===== src/rtl/gains_pkg.sv =====
// Shared types and helpers for the reverb gain stage.
// Gain format helpers, ramp FSM states and a generic saturator.
package gains_pkg;

    typedef enum logic {
        SETTLED = 1'b0,
        RAMPING = 1'b1
    } ramp_state_t;

    function automatic int gain_w(input int int_w, input int frac_w);
        return int_w + frac_w;
    endfunction

    function automatic int unity_gain(input int frac_w);
        return 1 << frac_w;
    endfunction

    localparam int UNITY_GAIN = unity_gain(2);

    function automatic logic signed [63:0] saturate(
        input logic signed [63:0] x,
        input int                 w
    );
        logic signed [63:0] hi;
        logic signed [63:0] lo;
        hi = (64'sd1 <<< (w - 1)) - 64'sd1;
        lo = -hi - 64'sd1;
        if (x > hi)
            return hi;
        else if (x < lo)
            return lo;
        else
            return x;
    endfunction

endpackage


===== src/rtl/gain_mac_sat.sv =====
// One channel of the gain stage: multiply, shift, saturate.
// GAIN_ROUND_EN selects round-half-up instead of floor before saturation.
module gain_mac_sat
    import gains_pkg::*;
#(
    parameter int DATA_W      = 24,
    parameter int GAIN_W      = 6,
    parameter int GAIN_FRAC_W = 2
) (
    input  logic              clk,
    input  logic              rst_n,
    input  logic              en1,
    input  logic              en2,
    input  logic [DATA_W-1:0] data,
    input  logic [GAIN_W-1:0] gain,
    output logic [DATA_W-1:0] out,
    output logic              clip
);

    localparam int PW = DATA_W + GAIN_W + 1;

    logic signed [PW-1:0] dx;
    logic signed [PW-1:0] gx;
    logic signed [PW-1:0] prod;
    logic signed [63:0]   p64;
    logic signed [63:0]   shifted;
    logic signed [63:0]   sat;

    assign dx  = {{(GAIN_W + 1){data[DATA_W-1]}}, data};
    assign gx  = {{DATA_W{1'b0}}, 1'b0, gain};
    assign p64 = {{(64 - PW){prod[PW-1]}}, prod};

`ifdef GAIN_ROUND_EN
    assign shifted = (p64 + (64'sd1 <<< (GAIN_FRAC_W - 1))) >>> GAIN_FRAC_W;
`else
    assign shifted = p64 >>> GAIN_FRAC_W;
`endif

    assign sat  = saturate(shifted, DATA_W);
    assign clip = (sat != shifted);

    // Stage 1: register the full-precision product of an accepted sample.
    always_ff @(posedge clk or negedge rst_n) begin
        if (!rst_n)
            prod <= '0;
        else if (en1)
            prod <= dx * gx;
    end

    // Stage 2: register the shifted, saturated sample.
    always_ff @(posedge clk or negedge rst_n) begin
        if (!rst_n)
            out <= '0;
        else if (en2)
            out <= sat[DATA_W-1:0];
    end

endmodule


===== src/rtl/gain_ramp_stage.sv =====
// Multi-channel gain stage with linear gain ramping and valid/ready flow.
// GAIN_ROUND_EN (in gain_mac_sat) selects rounding instead of truncation.
module gain_ramp_stage
    import gains_pkg::*;
#(
    parameter int DATA_W      = 24,
    parameter int CHANNELS    = 2,
    parameter int GAIN_INT_W  = 4,
    parameter int GAIN_FRAC_W = 2,
    parameter int RAMP_STEP   = 1,
    parameter int RESET_GAIN  = 1 << GAIN_FRAC_W
) (
    input  logic                             clk,
    input  logic                             rst_n,
    input  logic [GAIN_INT_W+GAIN_FRAC_W-1:0] gain_target,
    input  logic                             gain_load,
    input  logic                             s_valid,
    output logic                             s_ready,
    input  logic [CHANNELS*DATA_W-1:0]       s_data,
    output logic                             m_valid,
    input  logic                             m_ready,
    output logic [CHANNELS*DATA_W-1:0]       m_data,
    output logic [GAIN_INT_W+GAIN_FRAC_W-1:0] gain_current,
    output logic                             ramp_busy,
    output logic                             sat_pulse
);

    localparam int GW = gain_w(GAIN_INT_W, GAIN_FRAC_W);
    localparam logic [GW-1:0] STEP  = GW'(RAMP_STEP);
    localparam logic [GW-1:0] RST_G = GW'(RESET_GAIN);

    logic                adv;
    logic                accept;
    logic                v1;
    logic                v2;
    logic [CHANNELS-1:0] clip;
    ramp_state_t         state;
    ramp_state_t         state_n;
    logic [GW-1:0]       cur;
    logic [GW-1:0]       cur_n;
    logic [GW-1:0]       tgt;
    logic [GW-1:0]       tgt_n;

    assign adv          = !(v2 && !m_ready);
    assign s_ready      = adv;
    assign accept       = s_valid && adv;
    assign m_valid      = v2;
    assign gain_current = cur;
    assign ramp_busy    = (state == RAMPING);

    // Per-channel datapath; all channels share the current gain.
    for (genvar c = 0; c < CHANNELS; c++) begin : g_ch
        gain_mac_sat #(
            .DATA_W      (DATA_W),
            .GAIN_W      (GW),
            .GAIN_FRAC_W (GAIN_FRAC_W)
        ) u_mac (
            .clk   (clk),
            .rst_n (rst_n),
            .en1   (accept),
            .en2   (adv && v1),
            .data  (s_data[c*DATA_W +: DATA_W]),
            .gain  (cur),
            .out   (m_data[c*DATA_W +: DATA_W]),
            .clip  (clip[c])
        );
    end

    // Pipeline valids and the clip pulse of the frame entering stage 2.
    always_ff @(posedge clk or negedge rst_n) begin
        if (!rst_n) begin
            v1        <= 1'b0;
            v2        <= 1'b0;
            sat_pulse <= 1'b0;
        end else if (adv) begin
            v1        <= s_valid;
            v2        <= v1;
            sat_pulse <= v1 && (|clip);
        end else begin
            sat_pulse <= 1'b0;
        end
    end

    // Ramp FSM state, gain and target registers.
    always_ff @(posedge clk or negedge rst_n) begin
        if (!rst_n) begin
            state <= SETTLED;
            cur   <= RST_G;
            tgt   <= RST_G;
        end else begin
            state <= state_n;
            cur   <= cur_n;
            tgt   <= tgt_n;
        end
    end

    // Step the gain toward the target once per accepted frame.
    always_comb begin
        tgt_n   = gain_load ? gain_target : tgt;
        cur_n   = cur;
        state_n = state;
        if (accept && (state == RAMPING || gain_load)) begin
            if (tgt_n > cur)
                cur_n = ((tgt_n - cur) > STEP) ? cur + STEP : tgt_n;
            else if (tgt_n < cur)
                cur_n = ((cur - tgt_n) > STEP) ? cur - STEP : tgt_n;
        end
        state_n = (cur_n != tgt_n) ? RAMPING : SETTLED;
    end

endmodule


===== config.mk =====
export PLATFORM = sky130hd
export DESIGN_NAME = gain_ramp_stage
export DESIGN_NICKNAME = d
export VERILOG_FILES = /design/src/rtl/gains_pkg.sv /design/src/rtl/gain_mac_sat.sv /design/src/rtl/gain_ramp_stage.sv
export SDC_FILE = /design/constraint.sdc
export NUM_CORES = 1
export LEC_CHECK = 0
export ABC_AREA = 1
export BUFFER_PORTS_ARGS = -buffer_cell sky130_fd_sc_hd__buf_2
export CORE_MARGIN = 2
export CORE_UTILIZATION = 25
export CTS_CLUSTER_SIZE = 24
export DETAILED_ROUTE_END_ITERATION = 8
export GPL_TIMING_DRIVEN = 0
export PLACE_DENSITY = 0.42
export SYNTH_ARGS = -nofsm -noshare
export SYNTH_HDL_FRONTEND = slang
export SYNTH_SLANG_ARGS = --single-unit

===== constraint.sdc =====
create_clock -name clk -period 8.6 [get_ports clk]
set_input_delay 0.86 -clock clk [delete_from_list [all_inputs] [get_ports clk]]
set_output_delay 0.86 -clock clk [all_outputs]
set_load 0.05 [all_outputs]

### Word-level counts from Yosys, hierarchy flattened

Cells that the tools add are included.

* reduce and logical (&&, ||, !) cells: 9
* multiply operators: 2
* add/subtract/negate cells: 4
* multiplexer cells: 12
* eq/ne operators: 3
* $lt $le $gt $ge: 8

Operators by type and width (count)
* $mux W64: 4
* $ne A64 B29 Y1: 2
* $mul A24 B7 Y31: 2
* $gt A29 B24 Y1 const B: 2
* $lt A29 B24 Y1 const B: 2
* $mux W6: 6
* $gt A6 B1 Y1 const B: 2
* $sub A6 B6 Y6: 2
* $add A6 B1 Y6 const B: 1
* $gt A6 B6 Y1: 1
* $lt A6 B6 Y1: 1
* $ne A6 B6 Y1: 1
* $sub A6 B1 Y6 const B: 1
* $logic_and A1 B1 Y1: 5
* $logic_not A1 Y1: 2
* $mux W1: 2
* $reduce_or A2 Y1: 1
* $logic_or A1 B1 Y1: 1

* word-level logic and storage cells: 48
* output and inout port bits: 58
* register bits after elaboration: 126
* bits of input ports: 59

### Logic depth before layout (Yosys ltp)

* word-level depth: 9
* gate-level depth with buffers: 28
* gate-level depth less buffers: 25

### Cells and area by module

Synthesis repeated with hierarchy kept, for this count alone.

* cell total of the unflattened synthesis: 2690
* area total of the unflattened synthesis: 18218.7 um2

Modules (own cells, without submodules)
* gain_mac_sat at g_ch[1].u_mac: times used 1, cells an instance 1217, area an instance 8209.1 um2, sequential area each 1326.3 um2
* gain_mac_sat at g_ch[0].u_mac: times used 1, cells an instance 1214, area an instance 8180.3 um2, sequential area each 1326.3 um2
* gain_ramp_stage: times used 1, cells an instance 259, area an instance 1829.3 um2, sequential area each 402.9 um2

### Worst setup path after synthesis

No wires, ideal clock.

* kind: register to register
* from: register cur[2], in the netlist gain_current[2]
* to: register g_ch[0].u_mac.prod[24]
* stages on the path, launching flop included: 23
* buffers on the path: 3
* path slack: 3.389 ns
* data arrival time: 5.093 ns
* period minus slack after synthesis: 5.211 ns
* data required time: 8.482 ns
* setup time: 0.118 ns
* cell sequence: dfstp_2 > buf_2 > clkbuf_1 > clkbuf_1 > nand2_1 > inv_1 > fa_1 > fa_1 > fa_1 > inv_1 > fa_1 > inv_1 > ha_1 > a21o_1 > a21boi_1 > o21ai_0 > a21oi_1 > nor2_1 > nor2_1 > o21bai_1 > or2_1 > nand3_1 > nand2_1

* cells in the longest elaborated chain, start to end: 1

RTL lines
* start, declared: RTL line gain_ramp_stage.sv:39 `logic [GW-1:0] cur;`
* start signal, assigned: RTL line gain_ramp_stage.sv:92 `cur <= cur_n;`
* $mul A24 B7 Y31: RTL line gain_mac_sat.sv:47 `prod <= dx * gx;`
* end signal, assigned: RTL line gain_mac_sat.sv:47
* end, declared: RTL line gain_mac_sat.sv:24 `logic signed [PW-1:0] prod;`

No other way between the ends.
A chain may end at the register's enable or synchronous reset.

### Final worst setup path

* from: register cur[1], in the netlist gain_current[1]
* to: register g_ch[1].u_mac.prod[29]

* cells in the longest elaborated chain, start to end: 1

RTL lines (RTL line)
* $mul A24 B7 Y31: gain_mac_sat.sv:47
* end signal, assigned: gain_mac_sat.sv:47
* end, declared: gain_mac_sat.sv:24

No other way between the ends.

==> metrics.txt <==
Fin Clk Skew=0.00849 ns; R2R setup slack=2.23 ns; crit path max fanout=10; Seq/Total Area, Yosys=18.3%; mapped cell area=16700 µm²; adder-cell share of the synthesized area=34.2%; Longest Clk Path Bufs=2; drt first pass iters=5; Antenna Cells=0; clock sink total=122; Final Hold Fails=0; Critical Path Source Type=flop; status=completed; combinational family with the most area after synthesis=adder cells; Yosys warnings=0; 1st-iter DRT viols=793; first-pass GRT wire length=84600 µm; number of flops mapped to enable cells by yosys=0; Final period util=74.0%; Slew Limit Headroom=33.4%; Synth Area in Compound Gates=8.98%; core area=66000 µm²; Most used DFF post-synth=dfrtp_1; Peak Freq=157 MHz; IO Pins=117; GRT overflow=0; layout cell share with drive strength beyond 1=8.45%; Max-cap violations=0; Setup TNS=0 ns; Via density=4.32; Routed wire per std cell=16.0 µm; post-synth cell types=46; commonest non-fill, non-tap cell in the layout=nand2_1; Port Buf Inserts=116; worst setup margin=2.23 ns; cell taking the most area after synthesis=fa_1; Post-Synth XOR/XNOR Area=2.46%; Mapped Avg Cell Area=7.30 µm²; WL final=52800 µm; CTS Hold Buffers Added=0; Post-CTS Setup Inserts=0; Total GRT Usage=15.5%; effective utilization at floorplan=25.3%; Skew-Pair Late Insertion Delay=0.42 ns; pin count of the biggest net entering global routing=96; Routability Congestion=0.839; row cnt=94; Synth area leaders=fa_1 24%, dfrtp_1 18%, nand2_1 13%; mux cell area share after synthesis=0%; Seq cells post-synth=122; Critical Path RT=8.87 ns; # setup viols final=0; fin crit period=6.37 ns; H-tree Lvls=4; total CTS buffers=17; Critical Path End Type=flop; die width=263 µm; Placement Setup Slack=2.20 ns; Synth Net Count=2685; via count=14250; Slew @ Worst Pin=0.999 ns; post-route cell area=19000 µm²; area of the die=69000 µm²; Root Driver=clkbuf_16; post-DP HPWL=44400 µm; layout net count=2821; RSZ-0062 raised after global routing=false; Hold Crit Class=in -> async; commonest non-fill, non-tap cells in the layout=577 x nand2_1, 561 x inv_1, 200 x fa_1; Simple-Gate Fraction of Synth Area=21.7%; CP Class=reg -> reg; CTS tree=built; Reg clk slew, reported paths=0.05 ns; vias in the first global route=14758; arrival time at the worst endpoint=6.64 ns; P&R area growth vs syn=13.7%; Die Height=263 µm; Post-Synthesis Cells=2289; Yosys top cell area share=23.9%; drt drc=0; Post-CTS Resized=0; placed cell area=18400 µm²; number of routed nets with antenna violations=0; async set-reset flop share out of synthesis=100%; antenna violations before repair=8; Slew Limit Fails=0
[worst paths after layout]
| path | startpoint | endpoint | cells after the start |
|---|---|---|---|
| setup / recovery | gain_current[1] | g_ch[1].u_mac.prod[29] | 19 |
| hold / removal | rst_n | gain_current[1] | 1 |
| setup reg to reg | gain_current[1] | g_ch[1].u_mac.prod[29] | 19 |
| hold reg to reg | v1 | m_valid | 2 |
| max in group asynchronous | rst_n | sat_pulse | 2 |
| min in group clk | v1 | m_valid | 2 |
[cells by family (layout without fill, tap and decap cells)]
logic type | count (synthesis) | in the layout
simple gates | 871 | 871
buf+inv | 634 | 783
xor+xnor | 47 | 47
fa+ha+maj | 337 | 337
compound gates | 278 | 278
flops | 122 | 122
[cell usage after synthesis, drive strengths merged, types with 11 or more instances]
cell      n
or2      16
xnor2    20
ha      137
dfrtp   120
o21ai   122
nor4     11
inv     570
nand2   592
nand3    94
a21oi   123
buf      23
xor2     27
fa      200
a31oi    11
nor3     18
clkbuf   40
nor2    127
[critical path, cell delays in order (launching register included)]
cell      delay [ns]
dfrtp_1         0.68
clkbuf_1        0.65
clkbuf_1        0.72
nand2_1         0.12
inv_1           0.10
fa_1            0.43
fa_1            0.47
fa_1            0.55
inv_1           0.06
fa_1            0.53
inv_1           0.04
ha_1            0.40
a21oi_1         0.32
o21ai_0         0.29
a21oi_1         0.20
nor3_1          0.07
a211oi_1        0.27
nand3b_1        0.12
nand3_1         0.10
o21ai_0         0.08
[registers in the layout, summed over array words and instances (netlist names)]
name             count
tgt                  6
sat_pulse            1
m_valid              1
v1                   1
ramp_busy            1
gain_current         6
g_ch.u_mac.out      48
g_ch.u_mac.prod     58
[per-layer routing]
metal	GRT usage, %	wire (µm)	vias up	part of all wire [%]
met4	3.11	663	14	1.3
met3	1.80	1890	45	3.6
li1	-	-	7159	-
met1	23.1	27500	6742	52
met2	24.0	22600	290	43
met5	0	96	-	0.18
[per-stage QoR]
stage / std cells / hold slack [ns] / util, %
global placement: 3269 / 0.441 / 27.9
floorplan: 2289 / 0.432 / -
global route: 3302 / 0.310 / 28.8
finish: 3302 / 0.305 / 28.8
detailed placement: 3270 / 0.448 / 27.9
CTS: 3302 / 0.301 / 28.8
[area by class of cell]
type / count / area [µm²]
tap: 864 / 1080
inverter: 571 / 2150
clock buffer: 25 / 475
sequential: 122 / 3060
fill: 7239 / 47000
timing repair buffer: 117 / 614
clock inverter: 7 / 119
multi-input combinational: 1533 / 11300
buffer: 63 / 258
Power is left out: the tool's default activity adds up to more than one toggle a clock period on the data nets, which glitch-free logic cannot reach.
